--- src/rtl/gf8_itoh_tsuji_inv_if.sv ---
// Request/result bundle for the GF(2^8) inverter: start/operand in, busy/done/result out.
interface gf8_itoh_tsuji_inv_if;
  logic       start;
  logic [7:0] a_in;
  logic       busy;
  logic       done;
  logic [7:0] inv_out;

  modport master (output start, output a_in, input busy, input done, input inv_out);
  modport slave  (input start, input a_in, output busy, output done, output inv_out);
endinterface

--- src/rtl/gf8_itoh_tsuji_inv.sv ---
// Sequential GF(2^8) inverter: a^-1 = a^254 via an Itoh-Tsuji chain of squarings and
// multiplications, one field operation per clock on a single shared multiplier.
module gf8_itoh_tsuji_inv #(
  parameter logic [7:0] POLY = 8'h1B
) (
  input logic                 clk,
  input logic                 rst,
  gf8_itoh_tsuji_inv_if.slave bus
);

  localparam logic [0:0] S_IDLE = 1'b0;
  localparam logic [0:0] S_RUN  = 1'b1;

  logic [0:0] state;
  logic [3:0] step;
  logic [7:0] r_acc;
  logic [7:0] a_reg;
  logic [7:0] p_reg;
  logic [7:0] inv_q;
  logic       done_q;
  logic [7:0] mul_b;
  logic [7:0] prod;

  // Carry-less 8x8 product, then fold bits 14..8 back in MSB-first.
  function automatic logic [7:0] gf_mul(input logic [7:0] x, input logic [7:0] y);
    logic [14:0] p;
    p = '0;
    for (int i = 0; i < 8; i++) begin
      if (y[i]) p = p ^ ({7'b0, x} << i);
    end
    for (int i = 14; i >= 8; i--) begin
      if (p[i]) begin
        p    = p ^ ({7'b0, POLY} << (i - 8));
        p[i] = 1'b0;
      end
    end
    return p[7:0];
  endfunction

  // Second multiplier operand: A or the saved beta3 on multiply steps, else R (squaring).
  always_comb begin
    mul_b = r_acc;
    case (step)
      4'd2, 4'd4, 4'd10: mul_b = a_reg;
      4'd8:              mul_b = p_reg;
      default:           mul_b = r_acc;
    endcase
  end

  assign prod = gf_mul(r_acc, mul_b);

  always_ff @(posedge clk) begin
    if (rst) begin
      state  <= S_IDLE;
      step   <= '0;
      r_acc  <= '0;
      a_reg  <= '0;
      p_reg  <= '0;
      inv_q  <= '0;
      done_q <= 1'b0;
    end else begin
      case (state)
        S_IDLE: begin
          done_q <= 1'b0;
          if (bus.start) begin
            a_reg <= bus.a_in;
            r_acc <= bus.a_in;
            step  <= 4'd1;
            state <= S_RUN;
          end
        end
        S_RUN: begin
          r_acc <= prod;
          if (step == 4'd4) p_reg <= prod;
          if (step == 4'd11) begin
            inv_q  <= prod;
            done_q <= 1'b1;
            step   <= '0;
            state  <= S_IDLE;
          end else begin
            done_q <= 1'b0;
            step   <= step + 4'd1;
          end
        end
        default: state <= S_IDLE;
      endcase
    end
  end

  assign bus.busy    = (state == S_RUN);
  assign bus.done    = done_q;
  assign bus.inv_out = inv_q;

endmodule

--- src/flat_wrapper.sv ---
// flat-port wrapper written by rule: the top's interface ports become plain ports
module gf8_itoh_tsuji_inv_flat 
#(
  parameter logic [7:0] POLY = 8'h1B
)
  (clk, rst, bus_start, bus_a_in, bus_busy, bus_done, bus_inv_out);
  gf8_itoh_tsuji_inv_if bus_i ();
  input logic clk;
  input logic rst;
  input wire logic [$bits(bus_i.start)-1:0] bus_start;
  input wire logic [$bits(bus_i.a_in)-1:0] bus_a_in;
  output wire logic [$bits(bus_i.busy)-1:0] bus_busy;
  output wire logic [$bits(bus_i.done)-1:0] bus_done;
  output wire logic [$bits(bus_i.inv_out)-1:0] bus_inv_out;
  assign bus_i.start = bus_start;
  assign bus_i.a_in = bus_a_in;
  assign bus_busy = bus_i.busy;
  assign bus_done = bus_i.done;
  assign bus_inv_out = bus_i.inv_out;
  gf8_itoh_tsuji_inv #(.POLY(POLY)) u_core (.clk(clk), .rst(rst), .bus(bus_i));
endmodule
--- config.mk ---
export PLATFORM = sky130hd
export DESIGN_NAME = gf8_itoh_tsuji_inv_flat
export DESIGN_NICKNAME = d
export VERILOG_FILES = /design/src/rtl/gf8_itoh_tsuji_inv_if.sv /design/src/rtl/gf8_itoh_tsuji_inv.sv /design/src/flat_wrapper.sv
export SDC_FILE = /design/constraint.sdc
export NUM_CORES = 1
export LEC_CHECK = 0
export CAP_MARGIN = 10
export CORE_ASPECT_RATIO = 1.4
export CORE_MARGIN = 3
export CORE_UTILIZATION = 40
export DETAILED_ROUTE_END_ITERATION = 10
export PLACE_DENSITY_LB_ADDON = 0.08
export SLEW_MARGIN = 20
export SYNTH_ARGS = -nofsm -noshare
export SYNTH_HDL_FRONTEND = slang
export SYNTH_SLANG_ARGS = --single-unit
--- constraint.sdc ---
create_clock -name clk -period 3.95 [get_ports clk]
set_clock_uncertainty 0.05 [all_clocks]
set_input_delay 0.79 -clock clk [delete_from_list [all_inputs] [get_ports clk]]
set_output_delay 0.79 -clock clk [all_outputs]
set_load 0.02 [all_outputs]
; Word-level counts from Yosys, hierarchy flattened
; Index checks and enable logic that the tools add are counted.
[word_totals]
ff_bits = 38
latch_bits = 0
ramBits = 0
rom_bits = 0
inputBits = 11
output_inout_bits = 10
elab_cells = 59
n_memories = 0
[op_classes]
n_addsub = 1
multipliers = 0
div = 0
order_cmp = 0
n_eq_ne = 6
shift = 0
n_mux = 26
bitwise_logic = 15
n_reduce_logical = 4
[ops]
columns = op, count
row1 = 2-to-1 mux 15 bit, 7
row2 = one-hot mux 8 bit (2 select lines), 2
row3 = inverter 4 bit, 7
row4 = 2-to-1 mux 8 bit, 3
row5 = bitwise XOR 15 x 10 -> 15 bit, 1
row6 = bitwise XOR 15 x 11 -> 15 bit, 1
row7 = bitwise XOR 15 x 12 -> 15 bit, 1
row8 = bitwise XOR 15 x 13 -> 15 bit, 1
row9 = bitwise XOR 15 x 14 -> 15 bit, 1
row10 = bitwise XOR 15 bit, 1
row11 = "== test 4 bit, second input constant", 3
row12 = 2-to-1 mux 11 bit, 1
row13 = 2-to-1 mux 10 bit, 1
row14 = 2-to-1 mux 9 bit, 1
row15 = bitwise XOR 8 x 9 -> 9 bit, 1
row16 = 2-to-1 mux 4 bit, 2
row17 = one-hot mux 4 bit (2 select lines), 1
row18 = 2-to-1 mux 7 bit, 1
row19 = 2-to-1 mux 6 bit, 1
row20 = AND reduction 2 bit, 3
row21 = 2-to-1 mux 5 bit, 1
row22 = "adder 4 x 1 -> 4 bit, second input constant", 1
row23 = "== test 4 x 2 -> 1 bit, second input constant", 1
row24 = "== test 4 x 3 -> 1 bit, second input constant", 1
row25 = 5 further kinds, 8

; Depth between registers and ports, before layout
[logic_depth]
ltp_word = 33
depth_mapped = 15
mapped_depth_nobuf = 11

; Least setup slack after synthesis
; OpenSTA, ideal clock, no wires.
[synth_path]
path_kind = register to register
from = register u_core.step[0]
to = register u_core.r_acc[1]
setup_time_ns = 0.079
arrival_time_ns = 3.066
t_required_ns = 3.821
slack_ns = 0.755
stages_incl_launch_ff = 15
n_path_buf = 3
period_less_slack_ns = 3.195
cell_sequence = dfxtp_1 > inv_1 > ha_1 > and3b_1 > buf_4 > a21oi_2 > buf_2 > buf_4 > a21oi_1 > o21bai_1 > nand3_1 > xnor2_1 > xnor2_2 > xnor3_1 > a211oi_2
[synth_via]
elab_chain_len = 28
elab_cells_between_ends = 34
cone_classes = eq/ne (4) / mux (17) / bitwise (12) / reduce/logical (1)
[synth_rtl]
columns = item, line
row1 = "start, declared", gf8_itoh_tsuji_inv.sv:15  ; logic [3:0] step;
row2 = "start signal, assigned", gf8_itoh_tsuji_inv.sv:82  ; step <= step + 4'd1;
row3 = == test 4 x 2 -> 1 bit (tied with other cells), gf8_itoh_tsuji_inv.sv:43  ; case (step)
row4 = OR reduction 3 bit, gf8_itoh_tsuji_inv.sv:43
row5 = one-hot mux 8 bit (2 select lines) *, gf8_itoh_tsuji_inv.sv:43
row6 = 2-to-1 mux 8 bit, gf8_itoh_tsuji_inv.sv:29  ; if (y[i]) p = p ^ ({7'b0, x} << i);
row7 = bitwise XOR 8 x 9 -> 9 bit, gf8_itoh_tsuji_inv.sv:29
row8 = 2-to-1 mux 15 bit, gf8_itoh_tsuji_inv.sv:29
row9 = bitwise XOR 15 x 10 -> 15 bit, gf8_itoh_tsuji_inv.sv:29
row10 = 2-to-1 mux 15 bit, gf8_itoh_tsuji_inv.sv:29
row11 = [12 not listed], --
row12 = 2-to-1 mux 9 bit, gf8_itoh_tsuji_inv.sv:32  ; if (p[i]) begin
row13 = 2-to-1 mux 8 bit, gf8_itoh_tsuji_inv.sv:32
row14 = 2-to-1 mux 7 bit, gf8_itoh_tsuji_inv.sv:32
row15 = inverter 4 bit (no source line), --
row16 = 2-to-1 mux 6 bit, gf8_itoh_tsuji_inv.sv:32
row17 = inverter 4 bit (no source line), --
row18 = 2-to-1 mux 5 bit *, gf8_itoh_tsuji_inv.sv:32
row19 = one-hot mux 8 bit (2 select lines) *, gf8_itoh_tsuji_inv.sv:62  ; case (state)
row20 = "end signal, assigned", gf8_itoh_tsuji_inv.sv:67  ; r_acc <= bus.a_in;
row21 = "end signal, assigned", gf8_itoh_tsuji_inv.sv:73  ; r_acc <= prod;
row22 = "end, declared", gf8_itoh_tsuji_inv.sv:16  ; logic [7:0] r_acc;
; Mark *: on every way between the ends. The rest lies on a longest branch, timed or not.
; A chain may end at the register's enable or synchronous reset.

; Final worst setup path
; Same ends and word-level chain as after synthesis.

==> results.md <==
* Status: finished clean
* Global route overflow at 0
* Root Driver: clkbuf_16
* Synth cell types at 71
* Top FF cell, synth: dfxtp_1
* Synthesized-area fraction occupied by adder cells at 0.0109
* # hold bufs at CTS at 0
* Clk slew on worst S/H paths at 60 ps
* Hold EP: u_core.bus.inv_out[6]$_SDFFE_PP0P_
* Pwr Density at 601 mW/mm²
* Comb power frac at 0.612
* Setup-failing EPs final at 0
* Drt initial violations at 143
* Clock share of power at 0.173
* Total wire length at 10.6 mm
* Worst slew pin tran at 780 ps
* Clock latency at the later pin of the worst-skew pair at 280 ps
* Die width at 84.4 µm
* DRC viols at 0
* NetSw at 1.02 mW
* Worst reg-to-reg setup slack at 340 ps
* Hold crit path type: reg2reg
* First-pass GRT wire length at 17.0 mm
* Pleak at 1.53 nW
* Non-filler cells, final at 544
* Final Hold Fails at 0
* Switching Fraction at 0.423
* FF-to-FF End: u_core.r_acc[1]$_SDFFE_PP0P_
* Xor and xnor area share after synthesis at 0.175
* Top-area cell type share of the netlist area at 0.221
* Crit path max fanout at 15
* Die Area at 0.00977 mm²
* Critical path's top delay family: compound AO/OA/AOI/OAI gates
* Synth area leaders: dfxtp_1 22%, xnor3_1 5.2%, xnor2_1 4.8%
* Total design power at 2.40 mW
* Post-route clock period utilization at 0.913
* Antenna violations before repair at 0
* Post-Syn Instances at 419
* Post-Synth Simple-Gate Area at 0.216
* Diodes inserted at 0
* CTS tree: built
* # Post-CTS Setup Buffers at 0
* H-tree depth at 2
* Share of layout cells above drive strength 1 at 0.145
* Crit path cell chain: inv_1, ha_1, buf_4, nand4b_1, o211ai_2, a21o_1, mux2_4, a211oi_4, xnor3_2, buf_4, xnor3_1, a211oi_2
* Worst Setup Start Kind: register
* Pins Over Slew Limit at 0
* RSZ-0062 raised after global routing: false
* Worst Path Required at 4110 ps
* Final min period at 3610 ps
* Inst Count DP at 536
* Number of port buffers at 20
* Clock sinks at 38
* Net total in the final layout at 455
* Via/cell ratio at 5.96
* Register area at 761 µm²
* Num CTS Buffers at 5
* Syn_nets at 433
* Compound-cell area share of the yosys netlist at 0.269
* CP arrival at 3760 ps
* Hold depth at 2
* Area grow syn2layout at 16.2%
* Util after Layout at 0.485
* Post-DR wirelength/cell at 19.6 µm
* DRT Pass-1 Iters at 5
* R2R cell count at 12
* Tot GR Track Use at 0.226
* Pin count of the biggest net entering global routing at 25
* Fmax at 0.277 GHz
* RR Startpoint: u_core.step[0]$_SDFFE_PP0P_
* Max IR drop VDD at 0.450 mV
* Mapped Area at 0.00344 mm²
* Vias in the first global route at 3,025
* Yosys reg bits at 38
* Multiplexer area fraction after synthesis at 0.0425
* Clock tree buffer depth at 2
* Slowest stage delay, CP at 410 ps
* Area of the multi-input gates at 0.00246 mm²
* Num ports at 21
* Setup CP Type: reg2reg
* Post-route ant nets at 0
* Routability congestion estimate at 0.909
* Max-cap violation count at 0
* HP Start: u_core.bus.inv_out[6]$_SDFFE_PP0P_
* Slew margin rel. at 0.479
* Most frequent cells in the layout: 38 x nor2_1, 38 x nand2_1, 38 x dfxtp_1, 32 x buf_4, 21 x a21oi_1
* Syn Area/Cell at 8.22 µm²
* Chip height at 116 µm
* Crit path buf inv count at 3
* FILL cells at 808
* Worst setup EP type: register
* Setup tns final at 0 ps
* Main combinational cell family by area after synthesis: compound AO/OA/AOI/OAI gates
* Core area at 0.00825 mm²
* Flop pwr share at 0.216
* Post-synthesis sequential area ratio at 0.221
* Post-route cell area at 0.00400 mm²
* Number of synthesized flops with an enable pin at 0
* Slowest cell on crit path: xnor3_2
* CTS resizes at 0
* Synth area leader: dfxtp_1
* Post-Place Cell Area at 0.00385 mm²
* Total number of vias at 3,244
* Fraction of registers with async set/reset at 0
* Pint at 1.39 mW
* Initial Util at 0.418
* DP HPWL at 7.90 mm
* Std cell rows at 39
* Yosys Warn Count at 0
* Most frequent CP cell: buf_4
## area by class of cell
cell class,instances,area share
clock buffers,6,0.0347
clock inverters,2,0.00313
inverters,12,0.0113
multi-input cells,331,0.614
flip-flops and latches,38,0.190
well taps,102,0.0319
repair buffers,53,0.115
## logic make-up (layout without fill, tap and decap cells)
group / Yosys count / in the layout
AND/OR/NAND/NOR: 146 / 146
buffers and inverters: 50 / 73
AO/OA/AOI/OAI: 123 / 123
XOR/XNOR: 45 / 45
adder cells (fa/ha/maj): 3 / 3
flip-flops: 38 / 38
multiplexers: 14 / 14
## through the flow
stage	worst slack (ps)	hold slack [ps]
3_5_place_dp	344	406
4_1_cts	343	421
3_3_place_gp	373	414
2_1_floorplan	755	387
6_report	343	423
5_1_grt	104	455
## worst reg2reg max path, delay by kind of cell, from the launching register on
kind	cells	cell delay [ps]
xor+xnor	2	820
mux	1	280
buf+inv	3	490
flops	1	390
fa+ha+maj	1	280
simple gates	1	100
compound gates	4	1120
## routing by layer
layer  part of all wire  vias up  wire length [µm]  track usage
met5                  0        -                 0            0
met4              0.043        0               455        0.114
met3              0.030       21               324       0.0249
met2               0.50       73              5310        0.396
met1               0.43     1567              4560        0.274
li1                   -     1583                 -            -
## power groups by stage
stage / Combinational (mW) / Sequential (mW) / Clock, mW
after floorplan: 1.10 / 0.453 / 0
after global placement: 1.46 / 0.525 / 0
after detailed placement: 1.46 / 0.526 / 0
after CTS: 1.47 / 0.516 / 0.424
after global routing: 1.59 / 0.529 / 0.441
final: 1.47 / 0.519 / 0.415
## synthesized netlist by cell type, drive strengths merged, types with 2 or more instances
cell     count
nor2        38
nand4b       4
a211oi      22
inv         10
xnor2       22
a2bb2oi      2
nor3        13
a41oi        5
o21a         3
and3         4
a22oi        2
o21ai       19
dfxtp       38
nand4        6
nor2b        6
buf         18
mux2         2
or2          2
o2111ai      2
xnor3       10
and3b        2
a21o         5
nand2b       2
nand3b      10
a21boi       3
a21oi       23
clkinv       2
a22o         3
clkbuf      20
o211ai      11
nand2       38
and2         4
xor3         3
a31oi        5
nand3       12
xor2        10
a32oi        8
mux2i       12
ha           3
## worst max-delay path by stage
stage	from	to	slack, ps	depth (start not counted)
floorplan	u_core.step[0]$_SDFFE_PP0P_	u_core.r_acc[1]$_SDFFE_PP0P_	750	14
global placement	u_core.step[0]$_SDFFE_PP0P_	u_core.r_acc[6]$_SDFFE_PP0P_	370	11
detailed placement	u_core.step[0]$_SDFFE_PP0P_	u_core.bus.inv_out[2]$_SDFFE_PP0P_	340	13
CTS	u_core.step[0]$_SDFFE_PP0P_	u_core.bus.inv_out[2]$_SDFFE_PP0P_	340	13
global route	u_core.step[0]$_SDFFE_PP0P_	u_core.r_acc[1]$_SDFFE_PP0P_	100	12
finish	u_core.step[0]$_SDFFE_PP0P_	u_core.r_acc[1]$_SDFFE_PP0P_	340	12
Power figures use the tool's default switching activity.
==> patch: new RTL, same settings <==
Make the reset (`rst`) asynchronous in one clocked block.
--- a/src/rtl/gf8_itoh_tsuji_inv.sv
+++ b/src/rtl/gf8_itoh_tsuji_inv.sv
@@ -49,7 +49,7 @@
 
   assign prod = gf_mul(r_acc, mul_b);
 
-  always_ff @(posedge clk) begin
+  always_ff @(posedge clk or posedge rst) begin
     if (rst) begin
       state  <= S_IDLE;
       step   <= '0;
Formal check against the unedited RTL: differs if rst is asserted again (counterexample within 4 cycles, from zero or initial values and one cycle with rst high); with rst held inactive, the same outputs for 10 cycles.
==> patch against the original RTL <==
- routed wire length decreased by 24%
- sequential cell count unchanged
- critical path type unchanged
- worst setup slack got worse by 0.12 ns
- utilization increased by 0.73 points
- fmax decreased by 3.3%
- critical path depth increased by 1
- final cell count decreased by 17%
- sequential share of layout area increased by 8.1 points
- first-iteration DRC count decreased by 15%
- area after synthesis decreased by 13%
- design area decreased by 12%
Power is left out: the tool's default activity adds up to more than one toggle a clock period on the data nets, which glitch-free logic cannot reach.
==> patch: results (changes against the original RTL) <==
metric,value,unit,change
worst hold path endpoint,u_core.bus.inv_out[7]$_DFFE_PP0P_,,was u_core.bus.inv_out[6]$_SDFFE_PP0P_
start of the worst register-to-register path,u_core.step[0]$_DFFE_PP0P_,,was u_core.step[0]$_SDFFE_PP0P_
global-route track usage on met3,0.0242,,was 0.0249
post-detail-place hpwl,6110,um,was 7900 um
post-layout instance count excluding filler cells,449,,was 544
number of global-route vias before repair,2389,,was 3025
"Max FO, Critical Path",12,,was 15
critical path arrival,3.84,ns,was 3.76 ns
final weighted congestion of routability-driven global placement,0.882,,was 0.909
clock insertion delay at the later pin of the skew report,0.30,ns,was 0.28 ns
Synth top cells by count,"53 x nand2_1, 38 x dfrtp_1, 25 x o21ai_0, 25 x xnor2_1, 19 x clkbuf_1",,"was 38 x dfxtp_1, 38 x nand2_1, 38 x nor2_1"
met3 wire len,175,um,was 324 um
placed instance count,441,,was 536
routed metal-1 wirelength,3520,um,was 4560 um
detailed-route wire length per cell,18.0,um,was 19.6 um
met2 usage,0.351,,was 0.396
outcome,"complete, no violations",,unchanged
initial detailed-routing violation count,121,,was 143
fraction of layout cells with a size suffix above 1,0.130,,was 0.145
Initial DRT Pass Iterations,4,,was 5
layout net count,367,,was 455
post-CTS clock slew at the launch and capture registers of the worst setup and hold paths,0.08,ns,was 0.06 ns
pin count of the biggest net entering global routing,39,,was 25
share of synthesized area occupied by flip-flops and latches,0.318,,was 0.221
root buffer cell,clkbuf_8,,was clkbuf_16
via density per instance,5.45,,was 5.96
critical path's largest stage delay,0.51,ns,was 0.41 ns
minimum hold slack,0.444,ns,was 0.423 ns
biggest area contributors in the synthesized netlist,"dfrtp_1 32%, xnor3_1 7.5%, xnor2_1 7.3%",,"was dfxtp_1 22%, xnor3_1 5.2%, xnor2_1 4.8%"
capture instance of the worst register-to-register path,u_core.p_reg[4]$_DFFE_PP0P_,,was u_core.r_acc[1]$_SDFFE_PP0P_
ys async rst share,1.00,,was 0
fraction of met1 tracks used by global routing,0.249,,was 0.274
overall track demand over capacity in global routing,0.204,,was 0.226
hold path startpoint,u_core.bus.inv_out[7]$_DFFE_PP0P_,,was u_core.bus.inv_out[6]$_SDFFE_PP0P_
Register-to-Register Setup Slack,0.22,ns,was 0.34 ns
number of cells on the worst reg-to-reg path,13,,was 12
number of antenna-violating nets in the routed design,0,,unchanged
cell class contributing the biggest share of worst-path delay,XOR/XNOR gates,,was compound AO/OA/AOI/OAI gates
distinct cell type count after synthesis,51,,was 71
Post-Syn Nets,347,,was 433
-- patch: changes by cell type after synthesis, moves of 8 or more --
cell | unedited run | this run
nor3_1 | 11 | 2
dfrtp_1 | 0 | 38
o21ai_1 | 3 | 17
nand2_1 | 38 | 53
nand3_1 | 12 | 0
mux2_2 | 1 | 9
dfxtp_1 | 38 | 0
o21ai_0 | 15 | 25
nor2_1 | 38 | 11
a21oi_1 | 21 | 10
nand3b_1 | 9 | 1
mux2i_1 | 12 | 1
-- patch: layout make-up --
cell class | instances | area [um^2]
multi-input combinational | 260 | 1920
clock buffer | 5 | 68.8
sequential | 38 | 951
clock inverter | 3 | 68.8
timing repair buffer | 39 | 343
tap | 95 | 119
fill | 720 | 3610
inverter | 9 | 33.8
-- patch: how the worst max path moves through the flow --
stage	start	to	slack (ns)
6_report	u_core.step[0]$_DFFE_PP0P_	u_core.p_reg[4]$_DFFE_PP0P_	0.22
5_1_grt	u_core.step[0]$_DFFE_PP0P_	u_core.p_reg[4]$_DFFE_PP0P_	0.01
4_1_cts	u_core.step[0]$_DFFE_PP0P_	u_core.p_reg[4]$_DFFE_PP0P_	0.19
3_5_place_dp	u_core.step[0]$_DFFE_PP0P_	u_core.r_acc[1]$_DFFE_PP0P_	0.22
3_3_place_gp	u_core.step[0]$_DFFE_PP0P_	u_core.p_reg[7]$_DFFE_PP0P_	0.24
2_1_floorplan	u_core.step[0]$_DFFE_PP0P_	u_core.r_acc[1]$_DFFE_PP0P_	0.63
-- patch: logic make-up (layout without fill, tap and decap cells) --
kind of cell               Yosys count  count (layout)  synth area share
DFF                                 38              38             0.318
xor gates and xnor gates            51              51             0.208
buffers and inverters               35              56            0.0481
and+or+nand+nor                    102             102             0.173
muxes                               10              10            0.0372
adders and majority gates            3               3            0.0126
AOI/OAI and AO/OA                   94              94             0.203
